File: config.mk
export PLATFORM = sky130hd
export DESIGN_NAME = seq_restoring_divider
export DESIGN_NICKNAME = d
export VERILOG_FILES = /design/src/rtl/seq_restoring_divider.sv
export SDC_FILE = /design/constraint.sdc
export NUM_CORES = 1
export LEC_CHECK = 0
export CORE_MARGIN = 3
export CORE_UTILIZATION = 55
export CTS_CLUSTER_DIAMETER = 60
export DETAILED_ROUTE_END_ITERATION = 12
export PLACE_DENSITY = 0.81
export SKIP_CTS_REPAIR_TIMING = 1
export SYNTH_ARGS = -nofsm -noshare
export SYNTH_HDL_FRONTEND = slang
export SYNTH_SLANG_ARGS = --single-unit
File: constraint.sdc
create_clock -name clk -period 7 [get_ports clk]
set_input_delay 1.4 -clock clk [delete_from_list [all_inputs] [get_ports clk]]
set_output_delay 1.4 -clock clk [all_outputs]
set_load 0.005 [all_outputs]
File: src/rtl/seq_restoring_divider.sv
// seq_restoring_divider: multi-cycle restoring shift-subtract divider.
//
// Retires one quotient bit per clock behind a valid/ready request channel
// and a valid/ready result channel. Unsigned by default; define
// SEQ_DIVIDER_SIGNED_EN for two's-complement operands (magnitudes go
// through the unsigned core, then a SIGN state applies the result signs).
//
// Handshakes: a transfer happens on a rising edge where valid && ready are
// both high. in_ready is high only in IDLE; out_valid is high only in DONE.
// The result holds steady while out_valid && !out_ready. A result retiring
// and a new request being accepted never share a cycle.
//
// The FSM state is kept in the 'state' signal of type state_t so checkers
// can observe it directly.

module seq_restoring_divider #(
  parameter int WIDTH = 32
) (
  input  logic             clk,
  input  logic             rst,
  input  logic             in_valid,
  output logic             in_ready,
  input  logic [WIDTH-1:0] dividend,
  input  logic [WIDTH-1:0] divisor,
  output logic             out_valid,
  input  logic             out_ready,
  output logic [WIDTH-1:0] quotient,
  output logic [WIDTH-1:0] remainder,
  output logic             div_by_zero
);

  localparam int CW = (WIDTH > 1) ? $clog2(WIDTH) : 1;
  localparam logic [CW-1:0] LAST_ITER = CW'(WIDTH - 1);

`ifdef SEQ_DIVIDER_SIGNED_EN
  typedef enum logic [1:0] {
    S_IDLE = 2'd0,
    S_CALC = 2'd1,
    S_SIGN = 2'd2,
    S_DONE = 2'd3
  } state_t;
`else
  typedef enum logic [1:0] {
    S_IDLE = 2'd0,
    S_CALC = 2'd1,
    S_DONE = 2'd3
  } state_t;
`endif

  state_t state;

  // Working registers: div_q starts as the dividend and shifts quotient
  // bits in from the right; div_r is the partial remainder. Because the
  // partial remainder is always below the divisor after each step, WIDTH
  // bits hold it; the WIDTH+1-bit trial value covers the shifted-in bit.
  logic [WIDTH-1:0] div_q;
  logic [WIDTH-1:0] div_r;
  logic [WIDTH-1:0] div_d;
  logic [CW-1:0]    iter;
  logic             zero_div;

`ifdef SEQ_DIVIDER_SIGNED_EN
  logic             q_neg;
  logic             r_neg;
`endif

  // One restoring step: shift in the next dividend bit, try a subtract.
  logic [WIDTH:0]   trial;
  logic [WIDTH:0]   diff;
  logic             take;
  logic [WIDTH-1:0] r_next;
  logic [WIDTH-1:0] q_next;

  // Trial subtract; the borrow out of the WIDTH+1-bit subtract decides the bit.
  always_comb begin
    trial  = {div_r, div_q[WIDTH-1]};
    diff   = trial - {1'b0, div_d};
    take   = ~diff[WIDTH];
    r_next = take ? diff[WIDTH-1:0] : trial[WIDTH-1:0];
    q_next = {div_q[WIDTH-2:0], take};
  end

`ifdef SEQ_DIVIDER_SIGNED_EN
  function automatic logic [WIDTH-1:0] magnitude(input logic [WIDTH-1:0] v);
    // MIN maps to itself, which is its correct unsigned magnitude.
    return v[WIDTH-1] ? (~v + 1'b1) : v;
  endfunction
`endif

  assign in_ready  = (state == S_IDLE);
  assign out_valid = (state == S_DONE);

  // Divider FSM: capture, iterate, optional sign fix-up, hold result.
  always_ff @(posedge clk or posedge rst) begin
    if (rst) begin
      state       <= S_IDLE;
      div_q       <= '0;
      div_r       <= '0;
      div_d       <= '0;
      iter        <= '0;
      zero_div    <= 1'b0;
      quotient    <= '0;
      remainder   <= '0;
      div_by_zero <= 1'b0;
`ifdef SEQ_DIVIDER_SIGNED_EN
      q_neg       <= 1'b0;
      r_neg       <= 1'b0;
`endif
    end else begin
      case (state)
        S_IDLE: begin
          if (in_valid) begin
            iter     <= '0;
            div_r    <= '0;
            zero_div <= (divisor == '0);
`ifdef SEQ_DIVIDER_SIGNED_EN
            div_d    <= magnitude(divisor);
            // A zero divisor reports the raw dividend, so keep it unmodified.
            div_q    <= (divisor == '0) ? dividend : magnitude(dividend);
            q_neg    <= dividend[WIDTH-1] ^ divisor[WIDTH-1];
            r_neg    <= dividend[WIDTH-1];
`else
            div_d    <= divisor;
            div_q    <= dividend;
`endif
            state    <= S_CALC;
          end
        end

        S_CALC: begin
          if (zero_div) begin
            quotient    <= '1;
            remainder   <= div_q;
            div_by_zero <= 1'b1;
            state       <= S_DONE;
          end else begin
            div_r <= r_next;
            div_q <= q_next;
            iter  <= iter + 1'b1;
            if (iter == LAST_ITER) begin
`ifdef SEQ_DIVIDER_SIGNED_EN
              state       <= S_SIGN;
`else
              quotient    <= q_next;
              remainder   <= r_next;
              div_by_zero <= 1'b0;
              state       <= S_DONE;
`endif
            end
          end
        end

`ifdef SEQ_DIVIDER_SIGNED_EN
        S_SIGN: begin
          // Quotient truncates toward zero; remainder follows the dividend.
          quotient    <= q_neg ? (~div_q + 1'b1) : div_q;
          remainder   <= r_neg ? (~div_r + 1'b1) : div_r;
          div_by_zero <= 1'b0;
          state       <= S_DONE;
        end
`endif

        S_DONE: begin
          if (out_ready) begin
            state <= S_IDLE;
          end
        end

        default: begin
          state <= S_IDLE;
        end
      endcase
    end
  end

endmodule

==> impl_metrics.tcl, run 1 <==
set metrics [dict create \
    status "complete, no violations" \
    timing_worst_slew_pin_value_ps 1150 \
    finalCoreUtilization_pct 69.3 \
    drt-wirelength-per-cell_um 17.8 \
    detail_route.wirelength_um 24500 \
    floorplan.initialDensity_pct 56.6 \
    yosys.area.top_type "sky130_fd_sc_hd__dfrtp_1" \
    worst-endpoint-arrival_ps 4020 \
    path_cells "inv_1, ha_1, fa_1, nand2b_1, a21o_1, a2111o_1, nand2_1, a21oi_2, a31oi_4, xnor2_4, buf_4, mux2_4, o22ai_1" \
    dr.pass1.iters 5 \
    first_global_vias 7527 \
    start_kind "register" \
    worstHoldEndpoint "quotient[28]$_DFFE_PP0P_" \
    synth_warnings 0 \
    worstSetupEndpointType "register" \
    clock_tree_from_tritoncts "done" \
    setup_repair_after_global_routing_missed_its_margin "false" \
    timing_worst_setup_path_type "register to register" \
    crit_fanout 28 \
    die_area_um2 18000 \
    yosys.cell_types.count 57 \
    hold-worst-slack_ps 480 \
    netlist_top_cells_area "sky130_fd_sc_hd__dfrtp_1 (47%), sky130_fd_sc_hd__nand2_1 (9.2%), sky130_fd_sc_hd__o21ai_0 (6.6%), sky130_fd_sc_hd__ha_1 (4.7%), sky130_fd_sc_hd__nor2_1 (3.9%)" \
    area_growth_syn_to_layout_pct 22.4 \
    path_clk_slew_ps 70 \
    multi_input_comb_area_um2 4460 \
    fmaxAchievable_mhz 271 \
    cts_buffers 17 \
    ff2ff_path_depth 13 \
    leakage_nw 4.87 \
    gp_congestion 0.928 \
    reg2reg_from "div_q[31]$_DFFE_PP0P_" \
    detail-route-antenna-nets 0 \
    power_per_cell_area_nw_per_um2 621 \
    cp_data_required_time_ps 7330 \
    finalNonFillerCells 1381 \
    timing_hold_violations_final 0 \
    clock_tree.root_cell "sky130_fd_sc_hd__clkbuf_16" \
    synthTopCellsByCount "sky130_fd_sc_hd__nand2_1 (221), sky130_fd_sc_hd__dfrtp_1 (169), sky130_fd_sc_hd__o21ai_0 (120)" \
    nets 1255 \
    timing.final.crit_share_pct 52.7 \
    post-place-cells 1349 \
    grt_max_degree 108 \
    synth.ff_latch_count 169 \
    async_flop_share_pct 100 \
    finalMaxSlewViolations 0 \
    setup_total_negative_slack_ps 0 \
    post_synth_instance_area_um2 9060 \
    placementRows 46 \
    global_route.overflow_total 0 \
    slew-limit-headroom_pct 23.2 \
    die-width_um 134 \
    netlist_instances 1052 \
    timing.critical_path.slowest_cell_delay_ps 510 \
    clock_insertion_delay_worst_skew_ps 440 \
    regToRegEndpoint "div_r[0]$_DFFE_PP0P_" \
    setup_violations 0 \
    share_of_final_layout_standard_cells_stronger_than_drive_strength_1_pct 4.89 \
    synth-main-ff-cell "sky130_fd_sc_hd__dfrtp_1" \
    core_um2 16000 \
    detail_route.iter0.violations 816 \
    report.power.total_w 0.00689 \
    critPathSlowestCell "sky130_fd_sc_hd__buf_4" \
    seq_cell_area_um2 4230 \
    avgSynthCellArea_um2 8.61 \
    max-clock-path-buffers 2 \
    peakVddDrop_mv 0.400 \
    ff2ff_setup_slack_ps 3310 \
    vias 8076 \
    hp-class "register to register" \
    netlist.area_leader.share_pct 46.7 \
    timing.hold.worst.start "quotient[28]$_DFFE_PP0P_" \
    viasPerCell 5.85 \
    synth_sequential_area_ratio_pct 46.7 \
    syn_nets 1155 \
    grt_first_pass_wirelength_um 39300 \
    antennaDiodeCount 0 \
    nFillCells 1302 \
    number_of_antenna_violations_at_the_first_check_in_global_routing 0 \
    drc 0 \
    synth-edff-count 0 \
    floorplan.io_pins 135 \
    cts_max_level 4 \
    place.port_buffers 134 \
    die_h_um 134 \
    sum_of_net_half_perimeters_after_detailed_placement_um 17300 \
    min_period_ps 3690 \
    drv_cap 0 \
    synthMostInstantiatedCell "sky130_fd_sc_hd__nand2_1" \
    holdPathStages 2 \
    grt_util_all_layers_pct 27.3 \
    finClkSkew_ps 7.37 \
    clock-sinks 169 \
]
## cell type report
type | instances | share of cell area (%)
well taps | 216 | 2.44
repair buffers | 142 | 12.6
clock inverters | 14 | 1.15
multi-input cells | 779 | 40.2
inverters | 43 | 1.50
clock buffers | 18 | 3.96
flip-flops and latches | 169 | 38.1
## report_power, final
part	internal [W]	switching [W]	leakage [nW]	total, W
sequential	0.00150	0.000398	2.09	0.00190
clock	0.000479	0.000435	0.268	0.000914
combinational	0.00179	0.00229	2.51	0.00408
## flip-flops by register name, summed over array words and instances (netlist names)
register	count
iter	5
quotient	32
div_r	32
state	2
div_d	32
div_by_zero	1
remainder	32
div_q	32
zero_div	1
## layer usage
metal / vias to the layer above / GRT usage (%) / part of all wire (%)
met4: 0 / 7.24 / 2.1
li1: 3829 / - / -
met3: 42 / 4.99 / 7.1
met2: 331 / 41.1 / 45
met1: 3874 / 40.9 / 46
met5: - / 0 / 0
## worst max path at each step
stage	startpoint	to	cells past startpoint
floorplan	rst	div_by_zero$_DFFE_PP0P_	1
global placement	in_valid	iter[2]$_DFFE_PP0P_	6
detailed placement	div_q[31]$_DFFE_PP0P_	div_r[0]$_DFFE_PP0P_	13
CTS	div_q[31]$_DFFE_PP0P_	div_r[14]$_DFFE_PP0P_	13
global route	div_q[31]$_DFFE_PP0P_	remainder[13]$_DFFE_PP0P_	13
finish	div_q[31]$_DFFE_PP0P_	div_r[0]$_DFFE_PP0P_	13
## through the flow
stage	setup slack [ps]	instance area [um2]
after floorplan	1020	9060
after global placement	3450	10500
after detailed placement	3350	10500
after CTS	3330	11100
after global routing	3180	11100
final	3310	11100
## kinds of logic after synthesis
kind of cell	synth area share [%]
XOR/XNOR	2.98
AND/OR/NAND/NOR	19.0
adder cells (fa/ha/maj)	4.92
buffers and inverters	4.58
flip-flops	46.7
AO/OA/AOI/OAI	18.2
multiplexers	3.65
## placed cells by master (no fill, tap or decap), drive strengths merged, types with 3 or more instances in the layout
| master | instances |
|---|---|
| nand3 | 30 |
| a21o | 9 |
| clkbuf | 18 |
| nand2 | 221 |
| ha | 34 |
| nand4 | 6 |
| a21oi | 44 |
| nor2b | 8 |
| o21ai | 123 |
| nor3b | 3 |
| xnor2 | 17 |
| a22o | 3 |
| and3 | 11 |
| nor4 | 8 |
| inv | 52 |
| clkinvlp | 4 |
| o31ai | 4 |
| buf | 8 |
| dfrtp | 169 |
| mux2i | 30 |
| o221ai | 3 |
| nor2 | 95 |
| clkdlybuf4s50 | 134 |
| nand2b | 10 |
| nor3 | 7 |
| xor2 | 13 |
| o211ai | 25 |
| a31oi | 42 |
## critical path: cells and delay by family (launching register included)
family                     cells  cell delay [ps]
xor gates and xnor gates       1              260
and+or+nand+nor                2              290
adders and majority gates      2              640
muxes                          1              350
AOI/OAI and AO/OA              5             1070
buffers and inverters          2              570
DFF                            1              360
Power figures use the tool's default switching activity.
==> run 2, diff against run 1 <==
- clock period: 7 -> 3.8 ns (I/O delays scaled with it)
==> impl_metrics.tcl, run 2 (synthesized netlist as in run 1, its figures left out) <==
set metrics [dict create \
    timing_worst_setup_path_type "register to register" \
    worst-endpoint-arrival_ps 3870 \
    finClkSkew_ps 9.97 \
    grt_util_all_layers_pct 26.2 \
    max-clock-path-buffers 2 \
    timing_hold_violations_final 0 \
    timing.final.crit_share_pct 94.4 \
    grt_first_pass_wirelength_um 37900 \
    crit_fanout 16 \
    dr.pass1.iters 7 \
    detail-route-antenna-nets 0 \
    hold-worst-slack_ps 476 \
    hp-class "register to register" \
    drt-wirelength-per-cell_um 16.9 \
    worstHoldEndpoint "quotient[23]$_DFFE_PP0P_" \
    clock_tree.root_cell "sky130_fd_sc_hd__clkbuf_16" \
    detail_route.iter0.violations 676 \
    floorplan.initialDensity_pct 56.6 \
    path_cells "inv_1, ha_1, fa_1, nand2b_1, a21o_1, a2111o_1, nand2_1, a21oi_2, a31oi_4, xnor2_4, buf_4, mux2i_1, o211ai_1" \
    clock_tree_from_tritoncts "done" \
    first_global_vias 7229 \
    worstSetupEndpointType "register" \
    drv_cap 0 \
    share_of_final_layout_standard_cells_stronger_than_drive_strength_1_pct 5.62 \
    regToRegEndpoint "remainder[3]$_DFFE_PP0P_" \
    clock_insertion_delay_worst_skew_ps 420 \
    die_h_um 134 \
    drc 0 \
    vias 7949 \
    grt_max_degree 101 \
    reg2reg_from "div_q[31]$_DFFE_PP0P_" \
    antennaDiodeCount 0 \
    cts_max_level 4 \
    viasPerCell 5.72 \
    start_kind "register" \
    timing.critical_path.slowest_cell_delay_ps 420 \
    timing.critical_path.max_delay_family "compound AO/OA/AOI/OAI gates" \
    path_buf_inv 2 \
    path_clk_slew_ps 70 \
    slew-limit-headroom_pct 34.5 \
    global_route.overflow_total 0 \
    holdPathStages 2 \
    die_area_um2 18000 \
    critPathSlowestCell "sky130_fd_sc_hd__a2111o_1" \
    leakage_nw 4.93 \
    placementRows 46 \
    setup_repair_after_global_routing_missed_its_margin "false" \
    finalMaxSlewViolations 0 \
    setup_violations 0 \
    number_of_antenna_violations_at_the_first_check_in_global_routing 0 \
    place.port_buffers 134 \
    setup_total_negative_slack_ps 0 \
    fmaxAchievable_mhz 279 \
    ff2ff_setup_slack_ps 210 \
    die-width_um 134 \
    cp_data_required_time_ps 4080 \
    area_growth_syn_to_layout_pct 23.8 \
    ff2ff_path_depth 13 \
    sum_of_net_half_perimeters_after_detailed_placement_um 17100 \
    timing.hold.worst.start "quotient[23]$_DFFE_PP0P_" \
    mostFrequentLayoutCells "sky130_fd_sc_hd__nand2_1 (220), sky130_fd_sc_hd__dfrtp_1 (168), sky130_fd_sc_hd__clkdlybuf4s50_1 (134)" \
    nets 1264 \
    floorplan.io_pins 135 \
    min_period_ps 3590 \
    power_per_cell_area_nw_per_um2 1150 \
    status "complete, no violations" \
    detail_route.wirelength_um 23500 \
    cts_buffers 17 \
    gp_congestion 0.941 \
    core_um2 16000 \
    peakVddDrop_mv 0.508 \
    timing_worst_slew_pin_value_ps 977 \
    clock-sinks 169 \
    final_common_cell "sky130_fd_sc_hd__nand2_1" \
]
run 2: cell types whose count changed in the layout (fill, tap and decap cells not counted):
cell                       previous run  this run
sky130_fd_sc_hd__inv_8                4         5
sky130_fd_sc_hd__buf_4                8        13
sky130_fd_sc_hd__inv_6                6         5
sky130_fd_sc_hd__xnor2_2              0         1
sky130_fd_sc_hd__buf_12               0         3
sky130_fd_sc_hd__clkbuf_8             1         2
sky130_fd_sc_hd__clkinv_4             1         0
run 2: worst max path at each step:
stage,startpoint,endpoint,slack [ps],cells after the start
after global placement,div_r[6]$_DFFE_PP0P_,remainder[4]$_DFFE_PP0P_,330,11
after global routing,div_q[31]$_DFFE_PP0P_,remainder[3]$_DFFE_PP0P_,50,13
after floorplan,rst,div_by_zero$_DFFE_PP0P_,890,1
after detailed placement,div_r[6]$_DFFE_PP0P_,remainder[3]$_DFFE_PP0P_,170,11
final,div_q[31]$_DFFE_PP0P_,remainder[3]$_DFFE_PP0P_,210,13
after CTS,div_r[6]$_DFFE_PP0P_,remainder[3]$_DFFE_PP0P_,140,11
run 2: area by class of cell:
type | count | area (um2)
well taps | 216 | 270
inverters | 43 | 165
clock inverters | 13 | 123
fillers | 1292 | 4790
clock buffers | 19 | 453
flip-flops and latches | 169 | 4230
multi-input cells | 780 | 4470
repair buffers | 150 | 1500
run 2: metrics by stage:
step           cells  area [um2]  total power [W]  worst slack [ps]  utilization, %
4_1_cts         1389       11200           0.0128               137            70.0
3_3_place_gp    1357       10600           0.0108               328            66.4
6_report        1390       11200           0.0129               214            70.1
3_5_place_dp    1357       10600           0.0110               173            66.4
2_1_floorplan   1052        9060          0.00868               885               -
5_1_grt         1390       11200           0.0139              45.1            70.1
run 2: worst register-to-register path, delay by kind of cell, from the launching register on:
family | cells | cell delay (ps)
buffers and inverters | 2 | 380
XOR/XNOR | 1 | 340
flip-flops | 1 | 370
AND/OR/NAND/NOR | 2 | 300
adder cells (fa/ha/maj) | 2 | 650
multiplexers | 1 | 310
AO/OA/AOI/OAI | 5 | 1100
run 2: routing by layer:
| layer | up-vias | global-route usage, % | routed length [um] |
|---|---|---|---|
| met2 | 306 | 38.2 | 10400 |
| met4 | 0 | 7.75 | 431 |
| met3 | 32 | 4.46 | 1740 |
| li1 | 3862 | - | - |
| met5 | - | 0 | 0 |
| met1 | 3749 | 40.2 | 11000 |
run 2: power breakdown:
part / internal, W / leakage, nW / total (W) / switching (W)
Combinational: 0.00340 / 2.56 / 0.00773 / 0.00433
Sequential: 0.00276 / 2.09 / 0.00344 / 0.000679
Clock: 0.000905 / 0.277 / 0.00169 / 0.000785
